--- src/rtl/program_loader_if.sv ---
`default_nettype none
// ============================================================================
//  Module      : program_loader_if
//  Description : UART byte input and code-memory load / run outputs of the
//                serial program loader.
//  Revision    : 1.0 - initial release
// ============================================================================
interface program_loader_if #(
    parameter int ADDR_W = 9
);
    logic              rx_valid;
    logic [7:0]        rx_data;
    logic              code_w_en;
    logic [ADDR_W-1:0] code_addr_in;
    logic [15:0]       code_in;
    logic              run;
    logic              busy;
    logic              err;

    modport master (
        output rx_valid, rx_data,
        input  code_w_en, code_addr_in, code_in, run, busy, err
    );

    modport slave (
        input  rx_valid, rx_data,
        output code_w_en, code_addr_in, code_in, run, busy, err
    );
endinterface
`default_nettype wire

--- src/rtl/program_loader.sv ---
`default_nettype none
// ============================================================================
//  Module      : program_loader
//  Description : Parses a framed, XOR-checksummed program image from a UART
//                byte stream, writes it into code memory and releases run.
//  Revision    : 1.0 - initial release
// ============================================================================
module program_loader #(
    parameter int ADDR_W    = 9,
    parameter int MAX_WORDS = 512
) (
    input wire logic          clk,
    input wire logic          rst,
    program_loader_if.slave   bus
);

    typedef enum logic [2:0] {
        S_IDLE    = 3'd0,
        S_CNT_LO  = 3'd1,
        S_DATA_HI = 3'd2,
        S_DATA_LO = 3'd3,
        S_CHECK   = 3'd4,
        S_RUN     = 3'd5,
        S_ERR     = 3'd6
    } state_t;

    localparam logic [10:0] c_MAX_WORDS = 11'(MAX_WORDS);

    state_t     r_state;
    logic [7:0] r_cnt_hi;
    logic [9:0] r_count;
    logic [9:0] r_idx;
    logic [7:0] r_hi;
    logic [7:0] r_chk;

    logic [9:0] w_count;
    logic       w_count_bad;
    logic       w_last_word;

    assign w_count     = {r_cnt_hi[1:0], bus.rx_data};
    assign w_count_bad = (r_cnt_hi[7:2] != 6'd0) || (w_count == 10'd0) ||
                         ({1'b0, w_count} > c_MAX_WORDS);
    assign w_last_word = (r_idx + 10'd1) == r_count;

    always_ff @(posedge clk) begin
        if (rst) begin
            r_state          <= S_IDLE;
            r_cnt_hi         <= 8'd0;
            r_count          <= 10'd0;
            r_idx            <= 10'd0;
            r_hi             <= 8'd0;
            r_chk            <= 8'd0;
            bus.code_w_en    <= 1'b0;
            bus.code_addr_in <= '0;
            bus.code_in      <= 16'd0;
            bus.run          <= 1'b0;
            bus.busy         <= 1'b0;
            bus.err          <= 1'b0;
        end else begin
            bus.code_w_en <= 1'b0;
            if (bus.rx_valid) begin
                case (r_state)
                    S_IDLE: begin
                        // Checksum restarts from zero, so the first byte is the running value.
                        r_cnt_hi <= bus.rx_data;
                        r_chk    <= bus.rx_data;
                        bus.busy <= 1'b1;
                        r_state  <= S_CNT_LO;
                    end
                    S_CNT_LO: begin
                        r_chk <= r_chk ^ bus.rx_data;
                        if (w_count_bad) begin
                            bus.busy <= 1'b0;
                            bus.err  <= 1'b1;
                            r_state  <= S_ERR;
                        end else begin
                            r_count <= w_count;
                            r_state <= S_DATA_HI;
                        end
                    end
                    S_DATA_HI: begin
                        r_hi    <= bus.rx_data;
                        r_chk   <= r_chk ^ bus.rx_data;
                        r_state <= S_DATA_LO;
                    end
                    S_DATA_LO: begin
                        r_chk            <= r_chk ^ bus.rx_data;
                        bus.code_in      <= {r_hi, bus.rx_data};
                        bus.code_addr_in <= ADDR_W'(r_idx);
                        bus.code_w_en    <= 1'b1;
                        r_idx            <= r_idx + 10'd1;
                        r_state          <= w_last_word ? S_CHECK : S_DATA_HI;
                    end
                    S_CHECK: begin
                        bus.busy <= 1'b0;
                        if (bus.rx_data == r_chk) begin
                            bus.run <= 1'b1;
                            r_state <= S_RUN;
                        end else begin
                            bus.err <= 1'b1;
                            r_state <= S_ERR;
                        end
                    end
                    default: begin
                        // RUN and ERR hold until reset; strobes are ignored.
                        r_state <= r_state;
                    end
                endcase
            end
        end
    end

endmodule
`default_nettype wire

--- src/flat_wrapper.sv ---
// flat-port wrapper written by rule: the top's interface ports become plain ports
module program_loader_flat 
#(
    parameter int ADDR_W    = 9,
    parameter int MAX_WORDS = 512
)
  (clk, rst, bus_rx_valid, bus_rx_data, bus_code_w_en, bus_code_addr_in, bus_code_in, bus_run, bus_busy, bus_err);
  program_loader_if #(.ADDR_W(ADDR_W)) bus_i ();
  input wire logic clk;
  input wire logic rst;
  input wire logic [$bits(bus_i.rx_valid)-1:0] bus_rx_valid;
  input wire logic [$bits(bus_i.rx_data)-1:0] bus_rx_data;
  output wire logic [$bits(bus_i.code_w_en)-1:0] bus_code_w_en;
  output wire logic [$bits(bus_i.code_addr_in)-1:0] bus_code_addr_in;
  output wire logic [$bits(bus_i.code_in)-1:0] bus_code_in;
  output wire logic [$bits(bus_i.run)-1:0] bus_run;
  output wire logic [$bits(bus_i.busy)-1:0] bus_busy;
  output wire logic [$bits(bus_i.err)-1:0] bus_err;
  assign bus_i.rx_valid = bus_rx_valid;
  assign bus_i.rx_data = bus_rx_data;
  assign bus_code_w_en = bus_i.code_w_en;
  assign bus_code_addr_in = bus_i.code_addr_in;
  assign bus_code_in = bus_i.code_in;
  assign bus_run = bus_i.run;
  assign bus_busy = bus_i.busy;
  assign bus_err = bus_i.err;
  program_loader #(.ADDR_W(ADDR_W), .MAX_WORDS(MAX_WORDS)) u_core (.clk(clk), .rst(rst), .bus(bus_i));
endmodule
--- config.mk ---
export PLATFORM = sky130hd
export DESIGN_NAME = program_loader_flat
export DESIGN_NICKNAME = d
export VERILOG_FILES = /design/src/rtl/program_loader_if.sv /design/src/rtl/program_loader.sv /design/src/flat_wrapper.sv
export SDC_FILE = /design/constraint.sdc
export NUM_CORES = 1
export LEC_CHECK = 0
export BUFFER_PORTS_ARGS = -buffer_cell sky130_fd_sc_hd__buf_4
export CAP_MARGIN = 20
export CORE_UTILIZATION = 57
export DETAILED_ROUTE_END_ITERATION = 12
export GPL_ROUTABILITY_DRIVEN = 0
export PLACE_DENSITY = 0.76
export SLEW_MARGIN = 40
export SYNTH_ARGS = -nofsm -noshare
export SYNTH_HDL_FRONTEND = slang
export SYNTH_SLANG_ARGS = --single-unit
--- constraint.sdc ---
create_clock -name clk -period 2.25 [get_ports clk]
set_input_delay 0.1125 -clock clk [delete_from_list [all_inputs] [get_ports clk]]
set_output_delay 0.1125 -clock clk [all_outputs]
set_load 0.005 [all_outputs]
; ---- Yosys cells after proc, flatten, opt, wreduce, memory -nomap -nowiden
; Cells that the tools add are included.
[word_totals]
regBits = 76
in_bits = 11
elab_cells = 56
[classes]
n_addsub = 1
order_cmp = 1
n_eq_ne = 8
mux = 11
bitwise_logic = 3
n_reduce_logical = 20
[ops]
columns = cell, n
row1 = one-hot mux 8 bit (2 select lines), 1
row2 = one-hot mux 3 bit (5 select lines), 1
row3 = adder 10 x 1 -> 10 bit (second input constant), 1
row4 = equality test 10 bit, 1
row5 = greater-than comparator 10 bit (second input constant), 1
row6 = zero test 10 bit, 1
row7 = AND reduction 2 bit, 5
row8 = AND reduction 3 bit, 3
row9 = equality test 8 bit, 1
row10 = XOR 8 bit, 1
row11 = equality test 3 x 2 -> 1 bit (second input constant), 2
row12 = two-way mux 3 bit, 2
row13 = nonzero test 6 bit, 1
row14 = nonzero test 5 bit, 1
row15 = two-way mux 1 bit, 4
row16 = AND reduction 4 bit, 1
row17 = nonzero test 2 bit, 2
row18 = equality test 3 x 1 -> 1 bit (second input constant), 1
row19 = equality test 3 bit (second input constant), 1
row20 = zero test 3 bit, 1
row21 = one-hot mux 1 bit (3 select lines), 1
row22 = nonzero test 3 bit, 1
row23 = OR reduction 3 bit, 1
row24 = logical OR 1 bit, 2
row25 = other kinds (6), 7

; ---- Longest topological paths before layout
; Gate-level depths: netlist of run 1.
[depth]
depth_word = 5
mapped_depth = 8
mapped_depth_nobuf = 7

; ---- Worst setup path before layout of run 1
; Ideal clock, no wire load.
[synth_path]
kind = flip-flop to flip-flop
start = register u_core.r_idx[0]
end = register u_core.r_state[1]
setup_time_ps = 115
t_arrival_ps = 1578
required_time_ps = 2135
setup_slack_ps = 558
path_stages_with_launch = 8
path_buffers = 0
path_cell_list = dfxtp_1 -> ha_1 -> nand3_1 -> or2_1 -> o31ai_1 -> and3_1 -> o2111ai_1 -> o21a_1
[synth_between]
elab_chain_cells = 4
[synth_lines]
columns = element, line_no
row1 = "start, declared", program_loader.sv:32  ; logic [9:0] r_idx;
row2 = "start signal, assigned", program_loader.sv:91  ; r_idx <= r_idx + 10'd1;
row3 = adder 10 x 1 -> 10 bit, program_loader.sv:43  ; assign w_last_word = (r_idx + 10'd1) == r_count;
row4 = equality test 10 bit, program_loader.sv:43
row5 = two-way mux 3 bit, program_loader.sv:92  ; r_state <= w_last_word ? S_CHECK : S_DATA_HI;
row6 = one-hot mux 3 bit (5 select lines), program_loader.sv:62  ; case (r_state)
row7 = "end signal, assigned", program_loader.sv:92
row8 = "end signal, assigned", program_loader.sv:106  ; r_state <= r_state;
row9 = "end, declared", program_loader.sv:29  ; state_t r_state;
; No other way between the ends.
; A chain may end at the register's enable or synchronous reset.

; ---- Worst setup path after layout of run 1
; Ends and elaborated chain as after synthesis.

==> results.yml, run 1 <==
final_layout:
  postLayoutCellArea_um2: 3870
  stdcell_count: 521
  drive_gt1_share_pct: 14.9
  finalNetCount: 456
  fin_util_pct: 69.8
  syn_to_final_growth_pct: 16.8
  diodes: 0
min_path:
  hold_path.class: "input port to register"
  hold_depth: 3
yosys:
  syn_avg_cell_area_um2: 7.98
  ys_seq_area_share_pct: 45.9
  syn_inst: 415
  ys.flop_type: "dfxtp_1"
  synth_edf_count: 0
  yosys.area.top_type: "dfxtp_1"
  synth.distinct_cells: 42
  yosysTopAreaCellShare_pct: 45.9
  async_flop_share_pct: 0
  syn_area_um2: 3310
  ys_ff_latch: 76
  synthTopCellsByCount: "nand2_1 (98), dfxtp_1 (76), a21oi_1 (49)"
  yosys_warnings: 0
  post-synth-top-count-cell: "nand2_1"
  synth.net_count: 427
  yosys-top-cells-area: "dfxtp_1 (46%), nand2_1 (11%), a21oi_1 (7.4%)"
routing:
  ant_nets: 0
  wire_per_inst_um: 14.4
  drc: 0
  drt_first_pass_iters: 4
  drt_iter0_markers: 125
  via_count: 2905
  via_per_inst: 5.58
  routed_wl_um: 7510
timing:
  fin_crit_ns: 1.93
  period_share_pct: 85.9
  rsz0062_at_grt: "no"
  max_slew.worst_pin.slew_ns: 0.625
  holdWs_ns: 0.0738
  slew_headroom_pct: 58.2
  hold_viol_final: 0
  fin_ws_ns: 0.317
  finalSetupTns_ns: 0
  clock_skew_ns: 0.00642
  finalSetupViolCount: 0
  fmax_mhz: 517
  maxSlewViolCount: 0
floorplan:
  start_util_pct: 59.8
  core_area_um2: 5540
  die_area_um2: 6120
  dieHeight_um: 78.2
  die_w_um: 78.2
  ioPinCount: 40
  rows: 27
place:
  pre_cts_slack_ns: 0.338
  dpl_cell_area_um2: 3630
  dp_cells: 505
  port_buffers: 39
  dp_hpwl_um: 4920
clocking:
  cts_resized: 0
  cts_buffers: 9
  clock-sinks: 76
  clockBufferDepth: 2
  clk_pin_slew_ns: 0.08
  clock_latency_ns: 0.34
  cts_htree_levels: 3
  clock-root-buffer: "clkbuf_8"
  cts_tree: "done"
  post-cts-setup-buffers: 0
  cts_hold_buf: 0
worst_setup_path:
  critPathMaxStageDelay_ns: 0.44
  worstSetupPathType: "register to register"
  path_buf_inv: 0
  slowest_stage: "dfxtp_1"
  required_ns: 2.49
  critical_path_arrival_ns: 2.17
  cp_cell_sequence: "ha_1 -> nand3_1 -> or2_1 -> o31ai_1 -> and3_1 -> o2111ai_1 -> o21a_1"
  r2r_cells: 7
  crit_cells: 7
  cp-end-kind: "register"
  worst-path-max-fanout: 5
  start_kind: "register"
  cp_top_family: "compound AO/OA/AOI/OAI gates"
power:
  p_total_mw: 2.96
  leakagePower_nw: 1.52
  power_density_nw_per_um2: 766
  ir_drop_v: 0.000564
global_route:
  grt_pass1_vias: 2728
  grt.total_usage_pct: 26.4
  antenna_found_initial: 0
  grt_busiest_layer: "met2"
  grt_util_met2_pct: 44.9
  grt_max_degree: 44
  use_met3_pct: 5.00
  grt_pass1_wl_um: 12600
  overflow: 0
  grtUsageMet1_pct: 32.4
job:
  drv_cap: 0
run_status:
  status: "finished, final reports clean"
-- cell usage in the layout (no fill, tap or decap), drive strengths merged, types with 5 or more instances in the layout --
| cell | Yosys | routed |
|---|---|---|
| nand3 | 7 | 7 |
| nand2 | 98 | 98 |
| xnor2 | 12 | 12 |
| buf | 10 | 49 |
| o21ai | 21 | 21 |
| dfxtp | 76 | 76 |
| a22oi | 9 | 9 |
| nor3 | 5 | 5 |
| clkbuf | 21 | 10 |
| mux2i | 10 | 10 |
| a21oi | 50 | 50 |
| xor2 | 15 | 15 |
| nor2 | 38 | 38 |
-- cells by family (layout without fill, tap and decap cells) --
group / after synthesis / after routing / synth area share [%]
buffers and inverters: 33 / 67 / 4.50
multiplexers: 10 / 10 / 3.02
flip-flops: 76 / 76 / 45.9
AND/OR/NAND/NOR: 174 / 174 / 22.8
adder cells (fa/ha/maj): 1 / 1 / 0.378
XOR/XNOR: 27 / 27 / 7.14
AO/OA/AOI/OAI: 94 / 94 / 16.2
-- final timing paths --
path | start | end | slack (ns)
hold / removal | bus_rx_data[6] | u_core.bus.code_in[6] | 0.07
setup / recovery | u_core.r_idx[0] | u_core.r_state[1] | 0.32
setup reg to reg | u_core.r_idx[0] | u_core.r_state[1] | 0.32
hold reg to reg | u_core.r_hi[0] | u_core.bus.code_in[8] | 0.45
-- final cells by class --
type / count / area [um^2]
clock buffer: 10 / 128
sequential: 76 / 1520
timing repair buffer: 49 / 368
clock inverter: 6 / 111
inverter: 2 / 7.51
multi-input combinational: 306 / 1640
tap: 72 / 90.1
fill: 468 / 1670
-- per-layer routing --
layer  share of wire (%)  vias up
met2                  49       73
li1                    -     1455
met3                 4.2       14
met4                 1.8        0
met1                  45     1363
met5                   0        -
-- report_power, final --
group	switching, mW	internal [mW]	leakage [nW]
registers	0.0452	1.39	0.616
logic	0.165	0.113	0.789
clock network	0.512	0.740	0.117
total	0.722	2.24	1.52
-- registers in the layout, indices dropped and copies added (netlist names) --
register / cells
u_core.bus.run: 1
u_core.r_cnt_hi: 8
u_core.r_chk: 8
u_core.bus.err: 1
u_core.r_hi: 8
u_core.bus.code_in: 16
u_core.bus.code_addr_in: 9
u_core.r_count: 10
u_core.r_idx: 10
u_core.bus.code_w_en: 1
u_core.r_state: 3
u_core.bus.busy: 1
-- worst min-delay path: cells and delay by family --
| kind | cells | cell delay (ns) |
|---|---|---|
| and+or+nand+nor | 1 | 0.06 |
| buffers and inverters | 1 | 0.15 |
| AOI/OAI and AO/OA | 1 | 0.05 |
(Power assumes the default switching activity.)
==> inputs of run 2 (changes only) <==
--- a/config.mk
+++ b/config.mk
@@ -5,6 +5,7 @@
 export SDC_FILE = /design/constraint.sdc
 export NUM_CORES = 1
 export LEC_CHECK = 0
+export ABC_AREA = 1
 export BUFFER_PORTS_ARGS = -buffer_cell sky130_fd_sc_hd__buf_4
 export CAP_MARGIN = 20
 export CORE_UTILIZATION = 57
==> results.yml, run 2 <==
worst_setup_path:
  r2r-end: "u_core.r_state[1]"
  crit_path_start: "u_core.r_idx[0]"
  critPathMaxStageDelay_ns: 0.47
  required_ns: 2.48
  crit_cells: 14
  path_buf_inv: 0
  cp_cell_sequence: "ha_1 -> nand2_2 -> nand2_1 -> nand2_1 -> nand2_1 -> nand2_1 -> nor2_1 -> nand3_1 -> nor2_2 -> nand3_1 -> nand2_1 -> nand2_1 -> nand2_1 -> a21oi_1"
  critical_path_arrival_ns: 2.10
  worstSetupPathType: "register to register"
  worst-path-max-fanout: 7
  cp-end-kind: "register"
  rr_startpoint: "u_core.r_idx[0]"
  r2r_slack_ns: 0.38
  start_kind: "register"
  crit_top_cell: "nand2_1"
  cp_top_family: "simple AND/OR/NAND/NOR gates"
  r2r_cells: 14
  slowest_stage: "dfxtp_1"
yosys:
  synth_edf_count: 0
  ys.flop_type: "dfxtp_1"
  muxShareOfSynthArea_pct: 0
  synth_compound_gate_area_share_pct: 18.8
  yosys-top-cells-area: "dfxtp_1 (45%), nand2_1 (12%), a21oi_1 (9.8%)"
  ys_ff_latch: 76
  synth_top_family_by_area: "simple AND/OR/NAND/NOR gates"
  syn_inst: 468
  post-synth-top-count-cell: "nand2_1"
  yosys_warnings: 0
  ys_seq_area_share_pct: 45.3
  yosysTopAreaCellShare_pct: 45.3
  synthTopCellsByCount: "nand2_1 (109), dfxtp_1 (76), a21oi_1 (66)"
  synth_adder_area_share_pct: 0.373
  synth_xor_area_share_pct: 1.83
  synth.net_count: 480
  async_flop_share_pct: 0
  yosys.area.top_type: "dfxtp_1"
  syn_avg_cell_area_um2: 7.17
  syn_area_um2: 3360
  yosys.area_share.simple_pct: 25.1
  synth.distinct_cells: 33
power:
  ir_drop_v: 0.000475
  pwr-share-seq_pct: 46.6
  p_clk_share_pct: 30.2
  swShare_pct: 32.7
  switchingPower_mw: 1.15
  combPwrFrac_pct: 23.2
  leakagePower_nw: 1.61
  power_density_nw_per_um2: 900
  intPower_mw: 2.36
global_route:
  grt_pass1_vias: 2691
  grt_max_degree: 40
  overflow: 0
  grt_pass1_wl_um: 12600
  antenna_found_initial: 0
  grt.total_usage_pct: 26.5
final_layout:
  regMostFlops: "u_core.bus.code_in"
  finalNetCount: 513
  stdcell_count: 578
  largest_reg_flops: 16
  top_regs: "u_core.bus.code_in: 16 flops, u_core.r_count: 10 flops, u_core.r_idx: 10 flops"
  layout_commonest_cell: "nand2_1"
  syn_to_final_growth_pct: 15.9
  diodes: 0
  postLayoutCellArea_um2: 3890
  drive_gt1_share_pct: 16.2
  final_cell_mix: "nand2_1 (109), dfxtp_1 (76), a21oi_1 (66)"
run_status:
  status: "finished, final reports clean"
routing:
  via_per_inst: 5.34
  via_count: 3086
  routed_wl_um: 7720
  drt_iter0_markers: 253
  drt_first_pass_iters: 4
  wire_per_inst_um: 13.4
  drc: 0
  ant_nets: 0
timing:
  fin_crit_ns: 1.87
  max_slew.worst_pin.slew_ns: 0.551
  clock_skew_ns: 0.00805
  fmax_mhz: 535
  slew_headroom_pct: 63.2
  holdWs_ns: 0.0865
  rsz0062_at_grt: "no"
  finalSetupViolCount: 0
  finalSetupTns_ns: 0
  period_share_pct: 83.1
  hold_viol_final: 0
  maxSlewViolCount: 0
floorplan:
  core_area_um2: 5570
  rows: 27
  start_util_pct: 60.2
  die_area_um2: 6200
  ioPinCount: 40
  dieHeight_um: 78.7
  die_w_um: 78.7
clocking:
  cts_tree: "done"
  clockBufferDepth: 2
  cts_resized: 0
  cts_htree_levels: 3
  clock-root-buffer: "clkbuf_8"
  clk_pin_slew_ns: 0.08
  post-cts-setup-buffers: 0
  cts_buffers: 9
  clock_latency_ns: 0.35
  cts_hold_buf: 0
  clock-sinks: 76
place:
  dp_cells: 562
  port_buffers: 39
  dpl_cell_area_um2: 3690
  dp_hpwl_um: 5290
min_path:
  hold_path_end: "u_core.r_count[7]"
  hold_depth: 3
  hold_path.class: "input port to register"
  min_from: "bus_rx_data[7]"
job:
  drv_cap: 0
==> run 2: area by class of cell <==
| cell class | instances | area (um^2) |
|---|---|---|
| Tap cell | 72 | 90.1 |
| Clock buffer | 10 | 138 |
| Multi-Input combinational cell | 322 | 1550 |
| Timing Repair Buffer | 46 | 358 |
| Clock inverter | 6 | 63.8 |
| Inverter | 46 | 173 |
| Fill cell | 490 | 1680 |
| Sequential cell | 76 | 1520 |
==> run 2: per-stage QoR <==
step                power, mW  worst slack (ns)  util (%)
floorplan                2.25             0.625         -
global placement         2.44             0.478      66.2
detailed placement       2.46             0.413      66.2
CTS                      3.50             0.404      69.8
global route             3.69             0.132      69.8
finish                   3.50             0.379      69.8
==> run 2: worst max-delay path by stage <==
stage / endpoint
2_1_floorplan: u_core.r_state[1]
3_3_place_gp: u_core.r_state[1]
3_5_place_dp: u_core.r_state[1]
4_1_cts: u_core.r_state[1]
5_1_grt: u_core.r_state[1]
6_report: u_core.r_state[1]
==> run 2: kinds of logic after synthesis <==
logic type | Yosys count
compound gates | 120
xor+xnor | 7
fa+ha+maj | 1
buf+inv | 70
flops | 76
simple gates | 194
==> run 2: worst register-to-register path: stages, from the launching register on <==
cell and delay, ns:
dfxtp_1 0.47, ha_1 0.23, nand2_2 0.10, nand2_1 0.12, nand2_1 0.05, nand2_1 0.05
nand2_1 0.05, nor2_1 0.14, nand3_1 0.11, nor2_2 0.13, nand3_1 0.09, nand2_1 0.07
nand2_1 0.04, nand2_1 0.06, a21oi_1 0.06
==> run 2: power by group through the flow <==
stage | registers (mW) | logic (mW) | clock network, mW
after floorplan | 1.63 | 0.615 | 0
after global placement | 1.66 | 0.787 | 0
after detailed placement | 1.66 | 0.804 | 0
after CTS | 1.63 | 0.807 | 1.06
after global routing | 1.65 | 0.916 | 1.12
final | 1.63 | 0.812 | 1.06
==> run 2: per-layer routing <==
metal  up-vias  track usage [%]  share of wire [%]
li1       1600                -                  -
met1      1373             34.9                 44
met2        96             42.0                 47
met3        17             4.14                6.2
met4         0             13.5                2.2
met5         -                0                  0
==> inputs of run 3 (changes only) <==
==> constraint.sdc (replaced) <==
create_clock -name clk -period 1.77 [get_ports clk]
set_input_delay 0.0885 -clock clk [delete_from_list [all_inputs] [get_ports clk]]
set_output_delay 0.0885 -clock clk [all_outputs]
set_load 0.005 [all_outputs]
==> results.yml, run 3 (synthesized netlist as in run 2, its figures left out) <==
final_layout:
  diodes: 0
  syn_to_final_growth_pct: 17.7
  final_cell_mix: "nand2_1 (109), dfxtp_1 (73), a21oi_1 (66)"
  layout_commonest_cell: "nand2_1"
  drive_gt1_share_pct: 18.2
  fin_util_pct: 70.8
  largest_reg_flops: 16
  finalNetCount: 518
  stdcell_count: 582
  regMostFlops: "u_core.bus.code_in"
  top_regs: "u_core.bus.code_in: 16 flops, u_core.r_count: 10 flops, u_core.r_idx: 10 flops"
global_route:
  grt_util_met2_pct: 46.8
  grt_pass1_wl_um: 12900
  grtUsageMet1_pct: 33.9
  overflow: 0
  grt_max_degree: 41
  antenna_found_initial: 0
  grt_busiest_layer: "met2"
  use_met3_pct: 6.21
  grt.total_usage_pct: 27.4
  grt_pass1_vias: 2820
min_path:
  hold_path.class: "input port to register"
timing:
  finalSetupViolCount: 0
  hold_viol_final: 0
  fin_crit_ns: 1.73
  max_slew.worst_pin.slew_ns: 0.403
  fmax_mhz: 576
  slew_headroom_pct: 73.2
  clock_skew_ns: 0.00687
  period_share_pct: 98.0
  maxSlewViolCount: 0
  holdWs_ns: 0.0620
  rsz0062_at_grt: "yes"
floorplan:
  ioPinCount: 40
  rows: 27
  core_area_um2: 5570
  start_util_pct: 60.2
  die_area_um2: 6200
  dieHeight_um: 78.7
  die_w_um: 78.7
routing:
  wire_per_inst_um: 13.8
  drt_first_pass_iters: 5
  ant_nets: 0
  via_per_inst: 5.52
  via_count: 3215
  drt_iter0_markers: 241
  drc: 0
  routed_wl_um: 8050
place:
  dp_cells: 566
  dp_hpwl_um: 5440
  port_buffers: 39
clocking:
  clockBufferDepth: 2
  clk_pin_slew_ns: 0.08
  clock_latency_ns: 0.35
  cts_tree: "done"
  clock-root-buffer: "clkbuf_8"
  clock-sinks: 76
  cts_htree_levels: 3
  cts_buffers: 9
worst_setup_path:
  worst-path-max-fanout: 5
  start_kind: "register"
  r2r-end: "u_core.r_state[1]"
  slowest_stage: "dfxtp_4"
  crit_top_cell: "nand2_1"
  worstSetupPathType: "register to register"
  cp-end-kind: "register"
  rr_startpoint: "u_core.r_idx[0]"
  critPathMaxStageDelay_ns: 0.37
  r2r_slack_ns: 0.04
  required_ns: 1.99
  cp_cell_sequence: "ha_4 -> inv_2 -> nand2_1 -> nand2_1 -> nor2_1 -> nand2_1 -> nor2_1 -> nand3_1 -> nor2_2 -> nand3_1 -> nand2_1 -> nand2_1 -> nand2_1 -> a21oi_1"
  endpoint: "u_core.r_state[1]"
  r2r_cells: 14
  critical_path_arrival_ns: 1.96
  crit_path_start: "u_core.r_idx[0]"
power:
  p_total_mw: 4.46
  ir_drop_v: 0.000731
  leakagePower_nw: 1.64
  power_density_nw_per_um2: 1130
job:
  drv_cap: 0
run_status:
  status: "finished, final reports clean"
-- run 3: where the power goes --
part | switching, mW | internal [mW] | total [mW]
registers | 0.161 | 1.92 | 2.08
clock network | 0.614 | 0.674 | 1.29
logic | 0.670 | 0.418 | 1.09
total | 1.45 | 3.01 | 4.46
-- run 3: worst max-delay path, delay by kind of cell, from the launching register on --
kind	cells	cell delay, ns
flip-flops	1	0.37
AND/OR/NAND/NOR	11	0.87
buffers and inverters	1	0.03
adder cells (fa/ha/maj)	1	0.27
AO/OA/AOI/OAI	1	0.06
-- run 3: final cells by class --
cell class | count | area [um^2]
Fill cell | 464 | 1630
Multi-Input combinational cell | 322 | 1570
Sequential cell | 76 | 1530
Timing Repair Buffer | 51 | 399
Inverter | 46 | 173
Clock buffer | 10 | 138
Tap cell | 72 | 90.1
Clock inverter | 5 | 52.6
-- run 3: per-layer routing --
metal	vias up	routed length [um]
li1	1605	-
met1	1484	3590
met4	0	103
met5	-	0
met3	12	492
met2	114	3870
-- run 3: worst min path at each step --
stage          cells after the start                 to      startpoint
3_5_place_dp                       3     u_core.r_hi[7]  bus_rx_data[7]
2_1_floorplan                      2     u_core.r_hi[0]  bus_rx_data[0]
4_1_cts                            3     u_core.r_hi[7]  bus_rx_data[7]
6_report                           3  u_core.r_count[2]  bus_rx_data[2]
3_3_place_gp                       3  u_core.r_count[7]  bus_rx_data[7]
5_1_grt                            3  u_core.r_count[2]  bus_rx_data[2]
-- run 3: through the flow --
| stage | setup WS [ns] | instance area [um^2] | setup TNS, ns |
|---|---|---|---|
| after CTS | 0.0221 | 3910 | 0 |
| after global placement | 0.112 | 3720 | 0 |
| after floorplan | 0.145 | 3360 | 0 |
| final | 0.0351 | 3950 | 0 |
| after global routing | -0.108 | 3950 | -0.222 |
| after detailed placement | 0.0337 | 3720 | 0 |
-- run 3: timing repair --
action,CTS,global route
setup buffers,0,1
resized for setup,0,11
endpoints found under the setup margin,0,4
hold buffers,0,0
